### config.mk
export PLATFORM = sky130hd
export DESIGN_NAME = seg_scan_ctrl
export DESIGN_NICKNAME = d
export VERILOG_FILES = /design/src/rtl/seg_scan_ctrl.sv
export SDC_FILE = /design/constraint.sdc
export NUM_CORES = 1
export LEC_CHECK = 0
export CAP_MARGIN = 15
export CORE_MARGIN = 1.5
export CORE_UTILIZATION = 55
export CTS_CLUSTER_DIAMETER = 80
export CTS_CLUSTER_SIZE = 8
export DETAILED_ROUTE_END_ITERATION = 8
export GPL_TIMING_DRIVEN = 0
export PLACE_DENSITY_LB_ADDON = 0.25
export SLEW_MARGIN = 20
export SYNTH_ARGS = -nofsm -noshare
export SYNTH_HDL_FRONTEND = slang
export SYNTH_SLANG_ARGS = --single-unit
export TNS_END_PERCENT = 1
### constraint.sdc
create_clock -name clk -period 6.3 [get_ports clk]
set_input_delay 0.945 -clock clk [delete_from_list [all_inputs] [get_ports clk]]
set_output_delay 0.945 -clock clk [all_outputs]
set_load 0.03 [all_outputs]
### src/rtl/seg_scan_ctrl.sv
// rtl/seg_scan_ctrl.sv - multiplexed 7-segment scan controller with frame-aligned data update
module seg_scan_ctrl #(
  parameter int CLK_FREQ     = 50_000_000,
  parameter int SCAN_FREQ    = 1000,
  parameter int DIGITS       = 6,
  parameter int BLANK_CYCLES = 16
) (
  input  logic                  clk,
  input  logic                  rst,
  input  logic                  enable,
  input  logic [4*DIGITS-1:0]   data_in,
  input  logic [DIGITS-1:0]     dp_in,
  input  logic                  data_valid,
  output logic                  data_ready,
  output logic [3:0]            bin_data,
  input  logic [6:0]            seg_data_in,
  output logic [7:0]            seg_out,
  output logic [DIGITS-1:0]     seg_sel,
  output logic                  frame_done
);

  localparam int DIV   = CLK_FREQ / SCAN_FREQ;
  localparam int CNT_W = $clog2(DIV);
  localparam int IDX_W = $clog2(DIGITS);
  localparam int SEL_W = $clog2(4 * DIGITS);

  localparam logic [CNT_W-1:0] BLANK_END = CNT_W'(BLANK_CYCLES - 1);
  localparam logic [CNT_W-1:0] SLOT_END  = CNT_W'(DIV - 1);
  localparam logic [IDX_W-1:0] LAST_IDX  = IDX_W'(DIGITS - 1);

  typedef enum logic [1:0] {
    IDLE,
    BLANK,
    DRIVE
  } state_t;

  state_t                state;
  logic [CNT_W-1:0]      cnt;
  logic [IDX_W-1:0]      idx;
  logic [4*DIGITS-1:0]   pend_data;
  logic [DIGITS-1:0]     pend_dp;
  logic                  pend_full;
  logic [4*DIGITS-1:0]   shadow_data;
  logic [DIGITS-1:0]     shadow_dp;
  logic [SEL_W-1:0]      bin_base;
  logic                  accept;
  logic                  frame_end;
  logic                  shadow_load;

  assign data_ready = ~pend_full;
  assign accept     = data_valid & ~pend_full;
  assign frame_end  = (state == DRIVE) && (cnt == SLOT_END) && (idx == LAST_IDX);
  // Shadow only changes at scan start or a frame boundary, never mid-frame.
  assign shadow_load = pend_full && enable && ((state == IDLE) || frame_end);

  assign bin_base = SEL_W'({idx, 2'b00});
  assign bin_data = shadow_data[bin_base +: 4];

  always_ff @(posedge clk or posedge rst) begin
    if (rst) begin
      state       <= IDLE;
      cnt         <= '0;
      idx         <= '0;
      pend_data   <= '0;
      pend_dp     <= '0;
      pend_full   <= 1'b0;
      shadow_data <= '0;
      shadow_dp   <= '0;
      seg_out     <= '0;
      seg_sel     <= '1;
      frame_done  <= 1'b0;
    end else begin
      frame_done <= 1'b0;

      if (accept) begin
        pend_data <= data_in;
        pend_dp   <= dp_in;
        pend_full <= 1'b1;
      end else if (shadow_load) begin
        pend_full <= 1'b0;
      end

      if (shadow_load) begin
        shadow_data <= pend_data;
        shadow_dp   <= pend_dp;
      end

      if (!enable) begin
        state   <= IDLE;
        cnt     <= '0;
        idx     <= '0;
        seg_sel <= '1;
        seg_out <= '0;
      end else begin
        case (state)
          IDLE: begin
            state <= BLANK;
            cnt   <= '0;
            idx   <= '0;
          end
          BLANK: begin
            cnt <= cnt + 1'b1;
            if (cnt == BLANK_END) begin
              state   <= DRIVE;
              seg_sel <= ~(DIGITS'(1) << idx);
              seg_out <= {shadow_dp[idx], seg_data_in};
            end
          end
          DRIVE: begin
            if (cnt == SLOT_END) begin
              state      <= BLANK;
              cnt        <= '0;
              idx        <= (idx == LAST_IDX) ? '0 : idx + 1'b1;
              seg_sel    <= '1;
              seg_out    <= '0;
              frame_done <= (idx == LAST_IDX);
            end else begin
              cnt <= cnt + 1'b1;
            end
          end
          default: state <= IDLE;
        endcase
      end
    end
  end

endmodule

==> results.md, run 1 <==
* Ratio of final minimum period to clock period at 58.9%
* Number of diodes added for antenna fixing at 0
* RD Place Congestion at 0.865
* 1st-iter DRT viols at 127
* Die Ht at 94.2 µm
* MaxCap Viol Count at 0
* Internal power component at 1.47 mW
* Highest net fanout along the worst path at 10
* Critical Path Stages at 5
* Critical path data arrival time at 2.77 ns
* CTS Hold Buffers Added at 0
* Core outline area at 8130 µm²
* Total global routing overflow at 0
* Worst setup path startpoint: idx[0]
* Period minus WS final at 3.71 ns
* Via density per instance at 5.83
* Total of warnings raised by yosys at 0
* Count of port buffers added during placement at 60
* Synthesized instance count at ~360
* Fillers at 597
* Net Sw Power at 0.641 mW
* Startpoint type of the worst setup path: register
* Length in cells of the worst reg-to-reg path at 6
* Highest ir drop seen on vdd at 0.223 mV
* Post-DP Area at 5340 µm²
* Number of routed nets with antenna violations at 0
* Number of buffers added for setup after CTS at 0
* Slew margin rel. at 43.3%
* Pre-CTS setup slack at between 2 and 3 ns
* Data required time of the critical path at 5.35 ns
* Number of vias after detailed routing at 3180
* Reg-to-reg critical path startpoint: cnt[5]
* Chain of cells forming the critical path: clkbuf_1 -> clkbuf_1 -> mux2i_1 -> o21ai_0 -> clkdlybuf4s50_1
* Largest stage delay on the critical path at just over 0.7 ns
* Final critical-path setup slack at ~2.6 ns
* CTS tree: built
* Result of the run: finished, final reports clean
* Fraction of final layout cells sized beyond drive strength 1 at around 23%
* Critical-path top delay cell: sky130_fd_sc_hd__clkdlybuf4s50_1
* Number of buffer and inverter stages on the critical path at 3
* Worst Path Class, Setup: register to output port
* Most common library cell in the layout ignoring fill and taps: sky130_fd_sc_hd__dfrtp_1
* Summed negative setup slack over all endpoints at 0 ns
* Global-route wire length before repair at around 15000 µm
* Post-synthesis instance area at 4580 µm²
* Non-filler instance count after layout at 545
* Setup skew after layout at 0.00944 ns
* Number of nets at the end of the flow at 482
* Leakage power of the design at 2.35 nW
* Area enclosed by the die boundary at 8880 µm²
* CTS HTree Levels at 3
* Number of distinct standard cells referenced by the synthesized netlist at 52
* Synth area leaders: sky130_fd_sc_hd__dfrtp_1 50%, sky130_fd_sc_hd__mux2_4 9.5%, sky130_fd_sc_hd__mux2_2 7.6%, sky130_fd_sc_hd__dfstp_2 3.4%, sky130_fd_sc_hd__mux4_2 2.5%
* Non-Filler Cell Area, Final at ~5500 µm²
* Setup repair after global routing missed its margin: false
* Chip width at 94.2 µm
* Final hold viol count at 0
* Switching share of total power at between 30% and 40%
* Clock tree buffer depth at 2
* Share of flip-flops with an asynchronous set or reset at 100%
* Worst Tran Pin Value at 0.844 ns
* Most common cell on crit path: sky130_fd_sc_hd__clkbuf_1
* Initial Utilization at between 50% and 60%
* Number of enable-type register cells in the synthesized netlist at 0
* Row count at 33
* Part of the Yosys area used for sequential elements at 53.2%
* Vias in the first global route at 3226
* Leading register cell type out of synthesis: sky130_fd_sc_hd__dfrtp_1
* Cell at the root of the clock tree: sky130_fd_sc_hd__clkbuf_8
* Length of the first detailed-routing pass in iterations at 5
* Clock Pin Slew Worst Setup and Hold Paths at 0.09 ns
* Cts bufs inserted at 9
* Commonest cells after routing, fill and taps aside: 91 x sky130_fd_sc_hd__dfrtp_1, 60 x sky130_fd_sc_hd__clkdlybuf4s50_1, 31 x sky130_fd_sc_hd__mux2_2
* Combinational cell fraction of total power at 35.3%
* Drt wl/cell at 16.3 µm
* Share of the synthesized area in the top cell type at between 40% and 50%
* Tightest Hold Check Type: register to register
* Top cell type by total area after synthesis: sky130_fd_sc_hd__dfrtp_1
* Synthesized area per cell at 12.6 µm²
* Total setup violations reported at the end of the flow at 0
* Flip-flop and latch count after synthesis at 97
* DRC Markers at 0
* Share of power burned in registers at 45.6%
* Share of power burned in the clock network at 19.1%
* Capture point of the worst path: bin_data[3]
* Overall power after layout at around 2.1 mW
* Clock Latency Late Sink at roughly 0.36 ns
* Number of placed cells counting well taps at 529
* Total detailed-routing wirelength at just under 9000 µm
* Top Ports at 61
* Number of antenna violations at the first check in global routing at 0
* Slack of the worst reg-to-reg path at about 3.8 ns
* Largest net degree at the start of global routing at 83
* Number of nets produced by synthesis at 410
* Final max-slew violation count at 0
* HPWL reported at the end of detailed placement at 6320 µm
* Kind of cell adding the most delay to the critical path: buffers and inverters
* Power per Cell Area at 382 nW/µm²
* Number of sinks driven by the clock tree at between 90 and 100
* Critical Path End Type: output port
* Area growth from synthesis to layout at 21.0%
* CTS-repair resized insts at 0
* Endpoint of the worst register-to-register path: cnt[10]
* FMAX at 0.269 GHz
* Global router's overall resource usage at 22.5%
cells by family (layout without fill, tap and decap cells):
| family | count (synthesis) | in the layout | synth area share, % |
|---|---|---|---|
| and+or+nand+nor | 99 | 99 | 11.5 |
| DFF | 97 | 97 | 53.2 |
| muxes | 70 | 70 | 20.7 |
| AOI/OAI and AO/OA | 60 | 60 | 9.56 |
| buffers and inverters | 29 | 106 | 3.06 |
| adders and majority gates | 6 | 6 | 1.64 |
| xor gates and xnor gates | 2 | 2 | 0.383 |
state kept, by name, indices dropped and copies added (netlist names):
| name | cells |
|---|---|
| cnt | 16 |
| frame_done | 1 |
| idx | 3 |
| pend_data | 24 |
| pend_dp | 6 |
| pend_full | 1 |
| seg_out | 8 |
| seg_sel | 6 |
| shadow_data | 24 |
| shadow_dp | 6 |
| state | 2 |
worst register-to-register path, stage by stage (launching register included):
cell                      delay [ns]
sky130_fd_sc_hd__dfrtp_1        0.38
sky130_fd_sc_hd__buf_6          0.13
sky130_fd_sc_hd__nor4_1         0.61
sky130_fd_sc_hd__nand4_1        0.34
sky130_fd_sc_hd__o21ai_0        0.70
sky130_fd_sc_hd__or3_1          0.20
sky130_fd_sc_hd__o21ai_0        0.08
worst min-delay path by stage:
stage	start	endpoint	slack, ns	cells past startpoint
after floorplan	shadow_data[10]	shadow_data[10]	0.48	1
after global placement	seg_out[1]	seg_out[1]	0.49	1
after detailed placement	seg_out[4]	seg_out[4]	0.49	1
after CTS	seg_sel[3]	seg_sel[3]	0.51	1
after global routing	pend_data[3]	shadow_data[3]	0.52	1
final	seg_sel[3]	seg_sel[3]	0.50	1
final cells by class:
cell class / instances / area (µm²) / area share [%]
Buffer: 19 / 103 / 1.85
Sequential cell: 97 / 2430 / 43.9
Inverter: 10 / 42.5 / 0.768
Clock inverter: 4 / 52.6 / 0.948
Multi-Input combinational cell: 237 / 2000 / 36.2
Tap cell: 105 / 131 / 2.37
Timing Repair Buffer: 61 / 628 / 11.3
Clock buffer: 12 / 145 / 2.62
routing by layer:
metal,track usage [%],part of all wire (%),wire length [µm]
met3,3.48,4.0,354
met1,29.2,43,3850
met4,11.2,2.7,242
met2,36.8,50,4420
met5,0,0,0
through the flow:
step / utilization (%) / hold slack [ns]
6_report: 68.1 / 0.504
5_1_grt: 68.1 / 0.523
4_1_cts: 68.1 / 0.508
3_5_place_dp: 65.7 / 0.490
3_3_place_gp: 65.3 / 0.488
2_1_floorplan: - / 0.476
power by group through the flow:
stage	combinational (mW)	sequential [mW]	clock, mW
2_1_floorplan	0.594	0.935	0
3_3_place_gp	0.730	0.962	0
3_5_place_dp	0.756	0.977	0
4_1_cts	0.758	0.965	0.416
5_1_grt	0.816	0.993	0.443
6_report	0.747	0.964	0.404
cells in the mapped netlist (all sizes together), types with 2 or more instances:
| cell type | instances |
|---|---|
| dfrtp | 91 |
| mux2 | 60 |
| nand2 | 29 |
| o21ai | 18 |
| nand3 | 14 |
| a22o | 11 |
| clkbuf | 11 |
| nand4 | 11 |
| inv | 10 |
| nor2 | 10 |
| nor3 | 9 |
| buf | 8 |
| a21oi | 7 |
| dfstp | 6 |
| ha | 6 |
| a31oi | 5 |
| and3 | 5 |
| mux2i | 5 |
| mux4 | 5 |
| or3 | 4 |
| nand2b | 3 |
| nor4 | 3 |
| o32a | 3 |
| a21o | 2 |
| a2bb2oi | 2 |
| nor2b | 2 |
| o21a | 2 |
| o311ai | 2 |
No activity file was read; power rests on OpenSTA's default activity.
==> run 2, diff against run 1 <==
- CORE_UTILIZATION: 55 -> 50
- clock period: 6.3 -> 3.3 ns (I/O delays scaled with it)
==> run 2 against run 1 <==
  * The run now ends with design-rule violations left
  * Combinational power increased by 93%
  * Sequential share of layout area decreased by 0.17 points
  * Die area increased by 9.7%
  * First-iteration DRC count increased by 23%
==> results.md, run 2 (synthesis gave the netlist of run 1 again) <==
* Result of the run: finished with violations
* Violations in the final reports: design-rule violations
* Die Ht at 98.7 µm (+4.7%)
* Chain of cells forming the critical path: clkbuf_2 -> mux2i_1 -> o21ai_0 -> clkdlybuf4s50_1
* Via density per instance at 5.70 (-2.3%)
* Total detailed-routing wirelength at 9180 µm (+3.5%)
* Slew margin rel. at 37.7% (-5.6 points)
* MaxCap Viol Count at 0 (unchanged)
* Most common library cell in the layout ignoring fill and taps: sky130_fd_sc_hd__dfrtp_1
* Area growth from synthesis to layout at 21.5%
* 1st-iter DRT viols at 156 (+23%)
* Number of diodes added for antenna fixing at 0 (unchanged)
* CTS Hold Buffers Added at 0 (unchanged)
* Worst Path Class, Setup: register to output port
* Initial Utilization at 52.0% (-4.3 points)
* Total global routing overflow at 0 (unchanged)
* Data required time of the critical path at 2.80 ns (-2.55 ns)
* Cell at the root of the clock tree: sky130_fd_sc_hd__clkbuf_8
* Count of port buffers added during placement at 60 (unchanged)
* Final max-slew violation count at 0 (unchanged)
* HPWL reported at the end of detailed placement at 6550 µm (+3.6%)
* Global router's overall resource usage at 20.5% (-2.1 points)
* Drt wl/cell at 16.8 µm (+3.2%)
* Number of nets at the end of the flow at 481 (-0.21%)
* Number of sinks driven by the clock tree at 97 (unchanged)
* Non-filler instance count after layout at 547 (+0.37%)
* Largest net degree at the start of global routing at 63 (-24%)
* Summed negative setup slack over all endpoints at 0 ns (unchanged)
* Period minus WS final at 2.96 ns
* Largest registers: pend_data: 24 flops, shadow_data: 24 flops, cnt: 16 flops
* Core outline area at 8810 µm² (+8.3%)
* Global-route wire length before repair at 15700 µm (+1.8%)
* Largest stage delay on the critical path at 0.73 ns (about the same)
* FMAX at 0.338 GHz
* Endpoint of the worst register-to-register path: cnt[13]
* CTS HTree Levels at 3 (unchanged)
* Fillers at 709 (+19%)
* Slack of the worst reg-to-reg path at 0.80 ns (-2.95 ns)
* Number of antenna violations at the first check in global routing at 0 (unchanged)
* Clock Pin Slew Worst Setup and Hold Paths at 0.10 ns (about the same)
* Vias in the first global route at 3139 (-2.7%)
* Highest ir drop seen on vdd at 0.467 mV (+110%)
* Fraction of final layout cells sized beyond drive strength 1 at 23.0% (+0.51 points)
* Minimum hold slack at 0.482 ns (-0.0220 ns)
* Highest net fanout along the worst path at 10 (unchanged)
* Length in cells of the worst reg-to-reg path at 6 (unchanged)
* Commonest cells after routing, fill and taps aside: 91 x sky130_fd_sc_hd__dfrtp_1, 60 x sky130_fd_sc_hd__clkdlybuf4s50_1, 31 x sky130_fd_sc_hd__mux2_2
* DRC Markers at 4 (+4)
* Area enclosed by the die boundary at 9740 µm² (+9.7%)
* RD Place Congestion at 0.854 (-1.2%)
* Total setup violations reported at the end of the flow at 0 (unchanged)
* Final hold viol count at 0 (unchanged)
* Setup skew after layout at 0.0104 ns (+0.000980 ns)
* Ratio of final minimum period to clock period at 89.8%
* Number of vias after detailed routing at 3118 (-1.9%)
* Worst Tran Pin Value at 0.927 ns (+0.0828 ns)
* Critical path data arrival time at 2.47 ns (-0.30 ns)
* Critical Path End Type: output port
* Number of placed cells counting well taps at 532 (+0.57%)
* Power per Cell Area at 743 nW/µm² (+95%)
* CTS tree: built
* Clock tree buffer depth at 2 (unchanged)
* Reg-to-reg critical path startpoint: cnt[5]
* Final cell utilization of the core at 63.2% (-5.0 points)
* Tightest Hold Check Type: primary input to async pin
* Number of routed nets with antenna violations at 0 (unchanged)
* Row count at 34 (+3.0%)
* Cts bufs inserted at 9 (unchanged)
* Top Ports at 61 (unchanged)
* Leakage power of the design at 2.37 nW (+0.86%)
* Number of buffers added for setup after CTS at 0 (unchanged)
* Length of the first detailed-routing pass in iterations at 9 (+4)
* Clock Latency Late Sink at 0.36 ns (about the same)
* Critical-path top delay cell: sky130_fd_sc_hd__clkdlybuf4s50_1
* Chip width at 98.7 µm (+4.7%)
* Startpoint type of the worst setup path: register
* Setup repair after global routing missed its margin: false
==> run 2: critical path, delay by kind of cell, from the launching register on <==
kind	cells	cell delay, ns
AOI/OAI and AO/OA	1	0.23
buffers and inverters	2	1.09
DFF	1	0.67
muxes	1	0.11
==> run 2: report_power, final <==
group / internal, mW / switching, mW / leakage [nW]
Combinational: 0.845 / 0.593 / 1.07
Clock: 0.430 / 0.423 / 0.107
Sequential: 1.60 / 0.242 / 1.20
==> run 2: worst max-delay path by stage <==
| stage | from | endpoint | slack (ns) | cells after the start |
|---|---|---|---|---|
| floorplan | rst | cnt[0] | 0.28 | 1 |
| global placement | rst | seg_out[3] | -1.13 | 2 |
| detailed placement | idx[0] | bin_data[0] | 0.35 | 5 |
| CTS | idx[0] | bin_data[0] | 0.13 | 4 |
| global route | idx[0] | bin_data[0] | 0.20 | 4 |
| finish | idx[0] | bin_data[0] | 0.34 | 4 |
==> run 2: metal layers <==
layer  global-route usage [%]  vias up  part of all wire (%)
li1                         -     1476                     -
met1                     28.7     1546                    47
met2                     32.3       89                    47
met3                     5.11        7                   4.8
met4                     5.16        0                  0.84
met5                        0        -                     0
==> run 2: metrics by stage <==
| stage | setup WS [ns] | power (mW) | area [µm²] |
|---|---|---|---|
| 2_1_floorplan | 0.281 | 2.92 | 4580 |
| 3_3_place_gp | -1.13 | 3.24 | 5320 |
| 3_5_place_dp | 0.354 | 3.31 | 5350 |
| 4_1_cts | 0.131 | 4.17 | 5560 |
| 5_1_grt | 0.195 | 4.37 | 5560 |
| 6_report | 0.338 | 4.13 | 5560 |
==> run 2: area by class of cell <==
type,instances,area [µm²],share of cell area (%)
Sequential cell,97,2430,43.8
Multi-Input combinational cell,237,2000,36.0
Timing Repair Buffer,61,628,11.3
Tap cell,108,135,2.43
Clock buffer,10,128,2.29
Buffer,18,100,1.80
Clock inverter,6,90.1,1.62
Inverter,10,42.5,0.765
==> run 2: what timing repair did <==
| item | 4_1_cts | 5_1_grt |
|---|---|---|
| gates resized for setup | 0 | 2 |
| cloned | 0 | 0 |
| setup endpoints to repair | 4 | 1 |
==> run 3, diff against run 2 <==
- PLACE_DENSITY: unset -> 0.74
- PLACE_DENSITY_LB_ADDON: 0.25 -> unset
==> run 3 against run 2 <==
  * Critical path depth stayed put
  * Cell area fell by 0.45%
  * Clock skew rose by 0.0027 ns
  * First-iteration DRC count decreased by 22%
  * The flow still finishes with violations (design-rule violations)
  * Final cell count unchanged
==> results.md, run 3 (synthesis gave the netlist of run 1 again) <==
* Die Ht at 98.7 µm (unchanged)
* Fraction of final layout cells sized beyond drive strength 1 at 23.2% (+0.23 points)
* Number of sinks driven by the clock tree at 97 (unchanged)
* Clock tree buffer depth at 2 (unchanged)
* Non-Filler Cell Area, Final at 5540 µm² (-0.45%)
* MaxCap Viol Count at 0 (unchanged)
* Number of routed nets with antenna violations at 0 (unchanged)
* Most common library cell in the layout ignoring fill and taps: sky130_fd_sc_hd__dfrtp_1
* Initial Utilization at 52.0% (unchanged)
* Total detailed-routing wirelength at 9090 µm (-1.0%)
* Total global routing overflow at 0 (unchanged)
* Drt wl/cell at 16.6 µm (-1.0%)
* Cts bufs inserted at 9 (unchanged)
* Setup skew after layout at 0.0131 ns (+0.00267 ns)
* Area enclosed by the die boundary at 9740 µm² (unchanged)
* Top Ports at 61 (unchanged)
* HPWL reported at the end of detailed placement at 6510 µm (-0.53%)
* Result of the run: finished with violations
* Worst Tran Pin Value at 0.856 ns (-0.0712 ns)
* Number of nets at the end of the flow at 481 (unchanged)
* Footprint of the multi-input gates at 2000 µm² (unchanged)
* Global router's overall resource usage at 20.1% (-0.40 points)
* Commonest cells after routing, fill and taps aside: 91 x sky130_fd_sc_hd__dfrtp_1, 60 x sky130_fd_sc_hd__clkdlybuf4s50_1, 31 x sky130_fd_sc_hd__mux2_2
* Slew margin rel. at 42.5% (+4.8 points)
* Setup repair after global routing missed its margin: false
* Largest registers: pend_data: 24 flops, shadow_data: 24 flops, cnt: 16 flops
* Number of diodes added for antenna fixing at 0 (unchanged)
* CTS tree: built
* Via density per instance at 5.77 (+1.2%)
* Power per Cell Area at 730 nW/µm² (-1.7%)
* RD Place Congestion at 0.883 (+3.4%)
* Count of port buffers added during placement at 60 (unchanged)
* Period minus WS final at 2.96 ns (+0.000922 ns)
* DRC Markers at 2 (-2)
* Worst Path Class, Setup: register to output port
* Number of antenna violations at the first check in global routing at 0 (unchanged)
* 1st-iter DRT viols at 122 (-22%)
* Overall power after layout at 4.04 mW (-2.1%)
* Critical path data arrival time at 2.47 ns (about the same)
* Ratio of final minimum period to clock period at 89.8% (about the same)
* Final hold viol count at 0 (unchanged)
* Length of the first detailed-routing pass in iterations at 7 (-2)
* Number of vias after detailed routing at 3154 (+1.2%)
* Clock Latency Late Sink at 0.37 ns (about the same)
* Total setup violations reported at the end of the flow at 0 (unchanged)
* Largest net degree at the start of global routing at 78 (+24%)
* Data required time of the critical path at 2.80 ns (about the same)
* FMAX at 0.338 GHz (about the same)
* CTS HTree Levels at 3 (unchanged)
* Global-route wire length before repair at 15400 µm (-1.8%)
* Row count at 34 (unchanged)
* Final max-slew violation count at 0 (unchanged)
* Fillers at 671 (-5.4%)
* Area of all sequential standard cells at 2430 µm² (unchanged)
* Cell at the root of the clock tree: sky130_fd_sc_hd__clkbuf_8
* Highest net fanout along the worst path at 10 (unchanged)
* Number of buffers added for setup after CTS at 0 (unchanged)
* Area growth from synthesis to layout at 20.9%
* Critical Path End Type: output port
* Tightest Hold Check Type: primary input to async pin
* Chip width at 98.7 µm (unchanged)
* Clock Pin Slew Worst Setup and Hold Paths at 0.10 ns (about the same)
* Violations in the final reports: design-rule violations
* Summed negative setup slack over all endpoints at 0 ns (unchanged)
* Core outline area at 8810 µm² (unchanged)
* Startpoint type of the worst setup path: register
* Vias in the first global route at 3136 (-0.096%)
* Post-DP Area at 5350 µm² (unchanged)
* Leakage power of the design at 2.36 nW (-0.30%)
* Highest ir drop seen on vdd at 0.431 mV (-7.7%)
run 3: cell types whose count changed in the layout (fill, tap and decap cells not counted), sizes merged:
cell	previous run	this run
bufinv	2	0
clkinvlp	1	0
inv	11	14
run 3: final cells by class:
type / instances / share of cell area [%]
Inverter: 10 / 0.768
Multi-Input combinational cell: 237 / 36.2
Clock inverter: 6 / 0.994
Tap cell: 108 / 2.44
Timing Repair Buffer: 61 / 11.3
Clock buffer: 10 / 2.49
Buffer: 18 / 1.81
Sequential cell: 97 / 44.0
run 3: power breakdown:
group	internal [mW]	leakage, nW	switching, mW
clock	0.311	0.0998	0.446
sequential	1.60	1.20	0.245
combinational	0.846	1.07	0.598
total	2.75	2.36	1.29
run 3: what timing repair did:
item | CTS | global route
gates resized for setup | 0 | 2
hold buffers | 0 | 0
pin swaps | 0 | 0
endpoints found under the hold margin | 0 | 0
endpoints found under the setup margin | 3 | 4
run 3: worst max-delay path: stages (launching register included):
cell and delay (ns):
sky130_fd_sc_hd__dfrtp_1 0.66, sky130_fd_sc_hd__clkbuf_2 0.35, sky130_fd_sc_hd__mux2i_1 0.11, sky130_fd_sc_hd__o21ai_0 0.25
sky130_fd_sc_hd__clkdlybuf4s50_1 0.73
run 3: metrics by stage:
step	hold WS, ns	worst slack [ns]	util, %	std cells
after floorplan	0.476	0.281	-	363
after global placement	0.488	-1.08	60.4	531
after detailed placement	0.489	0.354	60.7	532
after CTS	0.431	0.131	62.9	547
after global routing	0.451	0.128	62.9	547
final	0.423	0.337	62.9	547
run 3: path summary, 6_finish.rpt:
path / startpoint / to / slack, ns / cells after the start
worst max-delay path: idx[0] / bin_data[3] / 0.34 / 4
min in group clk: seg_sel[3] / seg_sel[3] / 0.51 / 1
worst min register to register: seg_sel[3] / seg_sel[3] / 0.51 / 1
worst min-delay path: rst / cnt[3] / 0.42 / 2
worst max register to register: cnt[5] / cnt[13] / 0.81 / 6
max in group asynchronous: rst / seg_sel[3] / 2.22 / 3
run 3: metal layers:
metal / vias to the layer above / part of all wire (%) / GRT usage, %
met2: 87 / 51 / 33.5
met5: - / 0 / 0
met1: 1567 / 43 / 26.7
met3: 13 / 4.5 / 3.40
li1: 1487 / - / -
met4: 0 / 1.4 / 7.14
